## config.mk

```make
export PLATFORM = sky130hd
export DESIGN_NAME = iob_uart_tx_arb_flat
export DESIGN_NICKNAME = d
export VERILOG_FILES = /design/src/rtl/iob_uart_tx_arb_if.sv /design/src/rtl/iob_uart_tx_arb.sv /design/src/flat_wrapper.sv
export SDC_FILE = /design/constraint.sdc
export NUM_CORES = 1
export LEC_CHECK = 0
export CORE_AREA = 10 10 71 73
export DETAILED_ROUTE_END_ITERATION = 12
export DIE_AREA = 0 0 81 83
export PLACE_DENSITY = 0.83
export SETUP_SLACK_MARGIN = 0.02
export SYNTH_ARGS = -nofsm -noshare
export SYNTH_HDL_FRONTEND = slang
export SYNTH_SLANG_ARGS = --single-unit
```

## constraint.sdc

```tcl
create_clock -name clk -period 3.06 [get_ports clk]
set_clock_uncertainty 0.15 [all_clocks]
set_input_delay 0.306 -clock clk [delete_from_list [all_inputs] [get_ports clk]]
set_output_delay 0.306 -clock clk [all_outputs]
set_load 0.1 [all_outputs]
```

## src/rtl/iob_uart_tx_arb_if.sv

```systemverilog
// Requester streams and UART core transmit-write port of the transmit arbiter.
// slave = arbiter side, master = requesters plus UART core side.
interface iob_uart_tx_arb_if #(
   parameter int N_REQ = 4
);
   logic [N_REQ-1:0]   req_valid;
   logic [8*N_REQ-1:0] req_data;
   logic [N_REQ-1:0]   req_last;
   logic [N_REQ-1:0]   req_ready;
   logic [N_REQ-1:0]   grant;
   logic               busy;
   logic               uart_tx_ready;
   logic               uart_wr;
   logic [7:0]         uart_tx_data;

   modport slave (
      input  req_valid, req_data, req_last, uart_tx_ready,
      output req_ready, grant, busy, uart_wr, uart_tx_data
   );

   modport master (
      output req_valid, req_data, req_last, uart_tx_ready,
      input  req_ready, grant, busy, uart_wr, uart_tx_data
   );
endinterface

```

## src/rtl/iob_uart_tx_arb.sv

```systemverilog
// Packet-locked round-robin arbiter feeding the UART transmit-data port.
// Grant 1 cycle after request, write 1 cycle after accept; accepts gated by uart_tx_ready and tx_en.
module iob_uart_tx_arb #(
   parameter int N_REQ     = 4,
   parameter int TIMEOUT_W = 8
) (
   input  logic               clk,
   input  logic               rst,
   input  logic               soft_rst,
   input  logic               tx_en,
   iob_uart_tx_arb_if.slave   io
);
   localparam int PW = (N_REQ > 1) ? $clog2(N_REQ) : 1;
   // Release fires on the edge where the idle count would become all-ones.
   localparam logic [TIMEOUT_W-1:0] TMO_LAST = {{(TIMEOUT_W-1){1'b1}}, 1'b0};

   typedef enum logic [1:0] {IDLE, LOCK, HOLD, REL} state_t;

   state_t               state;
   logic [PW-1:0]        ptr;
   logic [PW-1:0]        own;
   logic [PW-1:0]        nxt_own;
   logic [PW-1:0]        win;
   logic [PW-1:0]        cand;
   logic                 found;
   logic                 own_vld;
   logic                 accept;
   logic                 hcnt;
   logic [TIMEOUT_W-1:0] tmo;

   always_comb begin
      win   = '0;
      cand  = '0;
      found = 1'b0;
      for (int k = 0; k < N_REQ; k++) begin
         cand = PW'((int'(ptr) + k) % N_REQ);
         if (!found && io.req_valid[cand]) begin
            found = 1'b1;
            win   = cand;
         end
      end
   end

   assign own_vld      = io.req_valid[own];
   assign nxt_own      = (own == PW'(N_REQ - 1)) ? '0 : own + 1'b1;
   // soft_rst masks the handshake so a byte is never taken and then dropped.
   assign accept       = (state == LOCK) && tx_en && io.uart_tx_ready && own_vld && !soft_rst;
   assign io.req_ready = accept ? io.grant : '0;
   assign io.busy      = (|io.grant) || (state == HOLD);

   always_ff @(posedge clk or negedge rst) begin
      if (!rst) begin
         state           <= IDLE;
         ptr             <= '0;
         own             <= '0;
         hcnt            <= 1'b0;
         tmo             <= '0;
         io.grant        <= '0;
         io.uart_wr      <= 1'b0;
         io.uart_tx_data <= '0;
      end else if (soft_rst) begin
         state           <= IDLE;
         ptr             <= '0;
         own             <= '0;
         hcnt            <= 1'b0;
         tmo             <= '0;
         io.grant        <= '0;
         io.uart_wr      <= 1'b0;
         io.uart_tx_data <= '0;
      end else begin
         io.uart_wr <= 1'b0;
         case (state)
            IDLE: begin
               if (tx_en && found) begin
                  own      <= win;
                  io.grant <= N_REQ'(1) << win;
                  tmo      <= '0;
                  state    <= LOCK;
               end
            end
            LOCK: begin
               if (accept) begin
                  io.uart_wr      <= 1'b1;
                  io.uart_tx_data <= io.req_data[8*own +: 8];
                  tmo             <= '0;
                  hcnt            <= 1'b0;
                  if (io.req_last[own]) begin
                     ptr      <= nxt_own;
                     io.grant <= '0;
                     state    <= REL;
                  end else begin
                     state <= HOLD;
                  end
               end else if (own_vld) begin
                  tmo <= '0;
               end else if (tmo == TMO_LAST) begin
                  ptr      <= nxt_own;
                  io.grant <= '0;
                  tmo      <= '0;
                  state    <= IDLE;
               end else begin
                  tmo <= tmo + 1'b1;
               end
            end
            HOLD: begin
               hcnt <= ~hcnt;
               if (hcnt) state <= LOCK;
            end
            REL: begin
               hcnt <= ~hcnt;
               if (hcnt) state <= IDLE;
            end
            default: state <= IDLE;
         endcase
      end
   end
endmodule

```

## src/flat_wrapper.sv

```systemverilog
// flat-port wrapper written by rule: the top's interface ports become plain ports
module iob_uart_tx_arb_flat 
#(
   parameter int N_REQ     = 4,
   parameter int TIMEOUT_W = 8
)
  (clk, rst, soft_rst, tx_en, io_req_valid, io_req_data, io_req_last, io_uart_tx_ready, io_req_ready, io_grant, io_busy, io_uart_wr, io_uart_tx_data);
  iob_uart_tx_arb_if #(.N_REQ(N_REQ)) io_i ();
  input  logic clk;
  input  logic rst;
  input  logic soft_rst;
  input  logic tx_en;
  input wire logic [$bits(io_i.req_valid)-1:0] io_req_valid;
  input wire logic [$bits(io_i.req_data)-1:0] io_req_data;
  input wire logic [$bits(io_i.req_last)-1:0] io_req_last;
  input wire logic [$bits(io_i.uart_tx_ready)-1:0] io_uart_tx_ready;
  output wire logic [$bits(io_i.req_ready)-1:0] io_req_ready;
  output wire logic [$bits(io_i.grant)-1:0] io_grant;
  output wire logic [$bits(io_i.busy)-1:0] io_busy;
  output wire logic [$bits(io_i.uart_wr)-1:0] io_uart_wr;
  output wire logic [$bits(io_i.uart_tx_data)-1:0] io_uart_tx_data;
  assign io_i.req_valid = io_req_valid;
  assign io_i.req_data = io_req_data;
  assign io_i.req_last = io_req_last;
  assign io_i.uart_tx_ready = io_uart_tx_ready;
  assign io_req_ready = io_i.req_ready;
  assign io_grant = io_i.grant;
  assign io_busy = io_i.busy;
  assign io_uart_wr = io_i.uart_wr;
  assign io_uart_tx_data = io_i.uart_tx_data;
  iob_uart_tx_arb #(.N_REQ(N_REQ), .TIMEOUT_W(TIMEOUT_W)) u_core (.clk(clk), .rst(rst), .soft_rst(soft_rst), .tx_en(tx_en), .io(io_i));
endmodule
```

* Yosys cells after proc, flatten, opt, wreduce, memory -nomap -nowiden *
Index checks and enable logic that the tools add are counted.

word-level totals
  output and inout bits = 18
  bits in writable memories = 0
  input bits = 45
  register bits after elaboration = 28
  memory bits (read-only) = 0
  memories = 0
  latch bits = 0
  logic and storage cells = 127

cells by class
  equal/unequal tests = 14
  $mul = 0
  multiplexer cells = 62
  shifts and indexed selects = 2
  div/mod/pow operators = 0
  reduce and logical (&&, ||, !) cells = 30
  bitwise gates (word level) = 1
  $lt $le $gt $ge = 5
  $add $sub $neg = 5

operators with widths
  cell                                                         count
  two-way mux 8 bit                                            8
  two-way mux 2 bit                                            21
  indexed part select 32 x 6 -> 8 bit                          1
  two-way mux 4 bit                                            7
  two-way mux 1 bit                                            16
  one-hot mux 8 bit (2 select lines)                           1
  less-than comparator 2 x 3 -> 1 bit (second input constant)  5
  binary-select mux 1 bit (select 2 bit)                       6
  inequality test 3 x 2 -> 1 bit (second input constant)       4
  AND reduction 5 bit                                          2
  nonzero test 3 bit                                           3
  adder 8 x 1 -> 8 bit (second input constant)                 1
  equality test 8 bit (second input constant)                  1
  logical AND 1 bit                                            8
  inequality test 4 bit (second input constant)                2
  one-hot mux 2 bit (4 select lines)                           1
  one-hot mux 4 bit (2 select lines)                           1
  AND reduction 2 bit                                          4
  nonzero test 2 bit                                           4
  equality test 2 bit (second input constant)                  3
  inequality test 3 bit (second input constant)                2
  adder 2 x 1 -> 2 bit (second input constant)                 2
  adder 2 bit (second input constant)                          2
  logical NOT 1 bit                                            4
  other kinds (10)                                             10

* Depth between registers and ports, before layout *
  depth after elaboration = 16
  mapped depth = 7
  gate-level depth less buffers = 7

* Worst setup path after synthesis *
OpenSTA, ideal clock, no wires.

  path type = register to output
  from = register u_core.state[1]
  to = output io_busy
  cell stages (with the launch flop) = 3
  path buffers = 0
  required time = 2604 ps
  path slack = 40 ps
  arrival = 2564 ps
  path through = dfrtp_1 > inv_1 > o21ai_0

between the ends
  cells in the longest elaborated chain, start to end = 2

ends and longest elaborated chain
  element                 line                   text
  from (decl)             iob_uart_tx_arb.sv:19  state_t state;
  from (signal assigned)  iob_uart_tx_arb.sv:53  state <= IDLE;
  from (signal assigned)  iob_uart_tx_arb.sv:62  state <= IDLE;
  from (signal assigned)  iob_uart_tx_arb.sv:78  state <= LOCK;
  equality test 2 bit     iob_uart_tx_arb.sv:49  assign io.busy = (|io.grant) || (state == HOLD);
  logical OR 1 bit        iob_uart_tx_arb.sv:49
  to (decl)               flat_wrapper.sv:19     output wire logic [$bits(io_i.busy)-1:0] io_busy;

No other way between the ends.

* Worst setup path in the final report *
  from = register u_core.own[1]
  to = output io_req_ready[2]

between the ends
  cells in the longest elaborated chain, start to end = 5

ends and longest elaborated chain
  element                                  line                   text
  from (decl)                              iob_uart_tx_arb.sv:21  logic [PW-1:0] own;
  from (signal assigned)                   iob_uart_tx_arb.sv:75  own <= win;
  binary-select mux 1 bit (select 2 bit)   iob_uart_tx_arb.sv:44  assign own_vld = io.req_valid[own];
  two-way mux 1 bit (not written as such)  iob_uart_tx_arb.sv:44
  logical AND 1 bit (2 in a row)           iob_uart_tx_arb.sv:47  assign accept = (state == LOCK) && tx_en && io.uart_tx_ready && own_vld && !soft_rst;
  two-way mux 4 bit                        iob_uart_tx_arb.sv:48  assign io.req_ready = accept ? io.grant : '0;
  to (decl)                                flat_wrapper.sv:17     output wire logic [$bits(io_i.req_ready)-1:0] io_req_ready;

No other way between the ends. The select of a mux whose other input is x is not followed.

==> results by stage <==
Die:
- The chip height is 83 µm.
- The initial utilization of the core area, before any placement, comes to 45.3%.
- The floorplan step defined a die boundary enclosing 0.00672 mm².
- The I/O pin count is 63.
- The floorplan core area is 0.00363 mm².
- The die is 81 µm wide.
- After floorplanning, the core was divided into 22 placement rows.

Synthesis:
- After synthesis the cells add up to 0.00165 mm².
- The synthesized design contains 28 register bits.
- The dominant synthesized flop cell is sky130_fd_sc_hd__dfrtp_1.
- The synthesized netlist net count is 197.
- The count of distinct cell types in the synthesized netlist is 37.
- The post-synthesis async set-or-reset flop share is 100%.
- The synthesized area divided by synthesized cell count is 11.1 µm².
- The number of instances in the synthesized netlist is 149.
- Summing the sequential cell areas from Yosys gives 42.6% of the chip area.
- In this run, synthesis inferred 0 flip-flops with an integrated enable.
- The yosys synthesis warning count is 0.

STA:
- The transition time of the tightest slew-check pin is 0.691 ns.
- Measured against its own limit, the worst slew margin works out to 53.9%.
- Based on the critical path, the design can be clocked at up to 384 MHz.
- Setup repair after global routing left no endpoint under its margin.
- The ratio of final minimum period to clock period is 85.2%.
- The number of failing hold endpoints at the final stage is 0.
- The time the final worst path needs with I/O delays and setup is 2.61 ns.
- Setup violations remaining at the end of the flow were counted as 0.
- Setup slack closes at 0.454 ns.
- Hold is met by 0.240 ns.
- For the final routed database, the setup TNS stands at 0 ns.
- The number of pins with negative max-slew slack in the final report is 0.

Critical path:
- Setup slack on the worst reg-to-reg path comes out at 0.66 ns.
- The highest fanout seen on the critical path is 14.
- The worst register-to-register path begins at u_core.own[1].
- The cell at the slowest stage of the critical path is sky130_fd_sc_hd__dfrtp_1.
- In this run the critical register-to-register path is captured at u_core.io.grant[3].
- The combined buffer and inverter count along the critical path is 1.
- The signal on the critical path passes through mux2i_1 > o22ai_1 > and3_1 > buf_12.
- The critical path startpoint is u_core.own[1].
- The critical path depth is 4.
- The data required time at the worst endpoint is 2.60 ns.
- Measured in cells, the most critical reg-to-reg path has a length of 5.
- The termination of the worst setup path is io_req_ready[2].
- The sort of element at the start of the critical path is a register.
- STA puts the critical path data arrival time at 2.15 ns.
- The type of the worst setup path is register to output port.
- The cell class contributing the biggest share of worst-path delay is flip-flops.
- The highest cell delay on the worst timing path is 0.74 ns.
- The type of element capturing the critical path is an output port.

Hold path:
- The min-delay analysis places its worst path in the category input pin to async pin.

Job:
- The number of maximum-capacitance constraint violations is 0.

CTS:
- The TritonCTS clock tree is done.
- The number of hold buffers added after cts is 0.
- The clock passes through at most 2 buffers.
- The insertion delay to the later sink of the worst-skew pair is 0.28 ns.
- Post-CTS timing repair inserted 0 buffers for setup.
- CTS built an H-tree with a depth of 1.
- The clock-pin slew of the registers on the worst-case setup and hold paths is 0.10 ns.
- The root buffer cell chosen for the clock tree is sky130_fd_sc_hd__clkbuf_8.
- In this run, CTS created clock tree buffers numbering 3.
- The number of cells upsized or downsized after cts is 0.
- Clock tree synthesis found a total of 28 sinks.

Global route:
- The number of antenna violations at the first check in global routing is 0.
- The number of global-route vias before repair came to 1509.
- The global router's overall resource usage is 13.6%.
- The leftover overflow at the end of global routing is 0.
- The maximum number of pins on one net before global-route repair is 29.
- The first global-routing pass estimated 7.44 mm of wire.

Power:
- Across the VDD grid, the largest voltage drop is 210 µV.
- Power spread over the standard cell area amounts to 412 mW/mm².
- The analysis attributes to cell leakage a power of 1.00 nW.
- The overall power is 0.989 mW.

Routing:
- After detailed routing, the number of remaining DRC violations is 0.
- After detailed routing, the average wire length per cell comes to 17.3 µm.
- The first-pass iteration count of the detailed router is 4.
- The number of nets with antenna violations after routing is 0.
- The routed layout has 1480 vias.
- For this block, the initial DRC count from the detailed router was 78.
- In the routed layout, each cell is associated on average with a via count of 5.67.
- The sum of routed wire length over all layers is 4.53 mm.

Finish:
- The layout has 292 filler cells.
- The cell area after layout is 0.00240 mm².
- The number of antenna diodes in the final layout is 0.
- The area growth from synthesis to layout is 45.8%.
- For this run, the post-layout net count is 262.
- Cells with a size suffix above 1 make up 16.9% of the layout.

Placement:
- The post-place instance area is 0.00233 mm².
- The global placement routability congestion is 0.850.
- The worst slack at placement is 0.544 ns.
- The number of input and output port buffers inserted is 62.
- After legalization and detailed placement, the total HPWL measured 3.65 mm.

Outcome:
- The run finished with clean final reports.
==> cell families after synthesis <==
| group | count (synthesis) | synth area share [%] |
|---|---|---|
| AND/OR/NAND/NOR | 52 | 17.6 |
| buffers and inverters | 9 | 2.20 |
| flip-flops | 28 | 42.6 |
| adder cells (fa/ha/maj) | 3 | 2.28 |
| AO/OA/AOI/OAI | 37 | 16.0 |
| multiplexers | 15 | 16.7 |
| XOR/XNOR | 5 | 2.66 |
==> how the worst min path moves through the flow <==
stage / end / from / slack [ns] / depth (start not counted)
after floorplan: u_core.hcnt / rst / -0.14 / 0
final: u_core.io.grant[2] / rst / 0.24 / 2
after global routing: u_core.io.grant[2] / rst / 0.29 / 2
after global placement: u_core.io.uart_tx_data[2] / u_core.io.uart_tx_data[2] / 0.34 / 1
after CTS: u_core.tmo[2] / rst / 0.27 / 2
after detailed placement: u_core.io.uart_tx_data[2] / u_core.io.uart_tx_data[2] / 0.35 / 1
==> state kept, by name (all words and copies together) (netlist names) <==
register                cells
u_core.own                  2
u_core.io.uart_wr           1
u_core.ptr                  2
u_core.state                2
u_core.io.uart_tx_data      8
u_core.hcnt                 1
u_core.tmo                  8
u_core.io.grant             4
==> synth_stat cells (2+ instances only) <==
| cell type | number | area (µm²) |
|---|---|---|
| sky130_fd_sc_hd__a21oi_1 | 7 | 35.0 |
| sky130_fd_sc_hd__a22o_1 | 8 | 70.1 |
| sky130_fd_sc_hd__and2_1 | 2 | 12.5 |
| sky130_fd_sc_hd__and3_1 | 5 | 31.3 |
| sky130_fd_sc_hd__buf_2 | 2 | 10.0 |
| sky130_fd_sc_hd__dfrtp_1 | 28 | 701 |
| sky130_fd_sc_hd__ha_1 | 3 | 37.5 |
| sky130_fd_sc_hd__inv_1 | 5 | 18.8 |
| sky130_fd_sc_hd__mux2i_1 | 5 | 50.1 |
| sky130_fd_sc_hd__mux4_2 | 10 | 225 |
| sky130_fd_sc_hd__nand2_1 | 8 | 30.0 |
| sky130_fd_sc_hd__nand2b_1 | 5 | 31.3 |
| sky130_fd_sc_hd__nand3_1 | 5 | 25.0 |
| sky130_fd_sc_hd__nand3b_1 | 2 | 15.0 |
| sky130_fd_sc_hd__nand4_1 | 3 | 18.8 |
| sky130_fd_sc_hd__nor2_1 | 10 | 37.5 |
| sky130_fd_sc_hd__nor2b_1 | 2 | 12.5 |
| sky130_fd_sc_hd__nor4_1 | 3 | 18.8 |
| sky130_fd_sc_hd__o21ai_0 | 8 | 40.0 |
| sky130_fd_sc_hd__o22ai_1 | 2 | 12.5 |
| sky130_fd_sc_hd__o2bb2ai_1 | 4 | 35.0 |
| sky130_fd_sc_hd__or3_1 | 2 | 12.5 |
| sky130_fd_sc_hd__or4_1 | 2 | 15.0 |
| sky130_fd_sc_hd__xor2_1 | 5 | 43.8 |
==> layout make-up <==
type,count,area [µm²],share of cell area [%]
timing repair buffer,64,641,26.7
clock inverter,1,30.0,1.25
inverter,5,18.8,0.782
sequential,28,701,29.2
multi-input combinational,112,910,37.9
tap,48,60.1,2.50
clock buffer,3,41.3,1.72
==> power by group <==
group	internal (mW)	switching, mW	total, mW
combinational	0.119	0.170	0.289
sequential	0.385	0.0200	0.405
clock	0.175	0.120	0.295
==> per-stage QoR <==
step | cells | utilization (%)
global route | 261 | 66.1
floorplan | 149 | -
finish | 261 | 66.1
detailed placement | 257 | 64.1
global placement | 257 | 64.1
CTS | 261 | 66.1
==> cell usage in the layout (no fill, tap or decap), types with 2 or more instances in the layout <==
master                            synthesis  final
sky130_fd_sc_hd__a22o_1                   8      8
sky130_fd_sc_hd__o2bb2ai_1                4      4
sky130_fd_sc_hd__a21oi_1                  7      7
sky130_fd_sc_hd__nand2b_1                 5      5
sky130_fd_sc_hd__o21ai_0                  8      8
sky130_fd_sc_hd__inv_1                    5      5
sky130_fd_sc_hd__dfrtp_1                 28     28
sky130_fd_sc_hd__ha_1                     3      3
sky130_fd_sc_hd__nor2b_1                  2      2
sky130_fd_sc_hd__nor4_1                   3      3
sky130_fd_sc_hd__nor2_1                  10     10
sky130_fd_sc_hd__nand2_1                  8      8
sky130_fd_sc_hd__or4_1                    2      2
sky130_fd_sc_hd__o22ai_1                  2      2
sky130_fd_sc_hd__or3_1                    2      2
sky130_fd_sc_hd__and2_1                   2      2
sky130_fd_sc_hd__clkbuf_8                 0      3
sky130_fd_sc_hd__buf_4                    0     16
sky130_fd_sc_hd__and3_1                   5      5
sky130_fd_sc_hd__mux2i_1                  5      5
sky130_fd_sc_hd__nand3_1                  5      5
sky130_fd_sc_hd__nand4_1                  3      3
sky130_fd_sc_hd__xor2_1                   5      5
sky130_fd_sc_hd__mux4_2                  10     10
sky130_fd_sc_hd__clkdlybuf4s50_1          0     44
sky130_fd_sc_hd__nand3b_1                 2      2
sky130_fd_sc_hd__buf_12                   0      4
==> routing by layer <==
| metal | part of all wire, % | GRT usage, % |
|---|---|---|
| met1 | 41 | 16.1 |
| met2 | 47 | 20.5 |
| met3 | 10 | 7.11 |
| met4 | 1.2 | 4.07 |
| met5 | 0 | 0 |
==> worst register-to-register path: cells and delay by family, from the launching register on <==
family / cells / cell delay, ns
muxes: 1 / 0.15
DFF: 1 / 0.74
and+or+nand+nor: 1 / 0.11
AOI/OAI and AO/OA: 3 / 1.18
(Power assumes the default switching activity.)
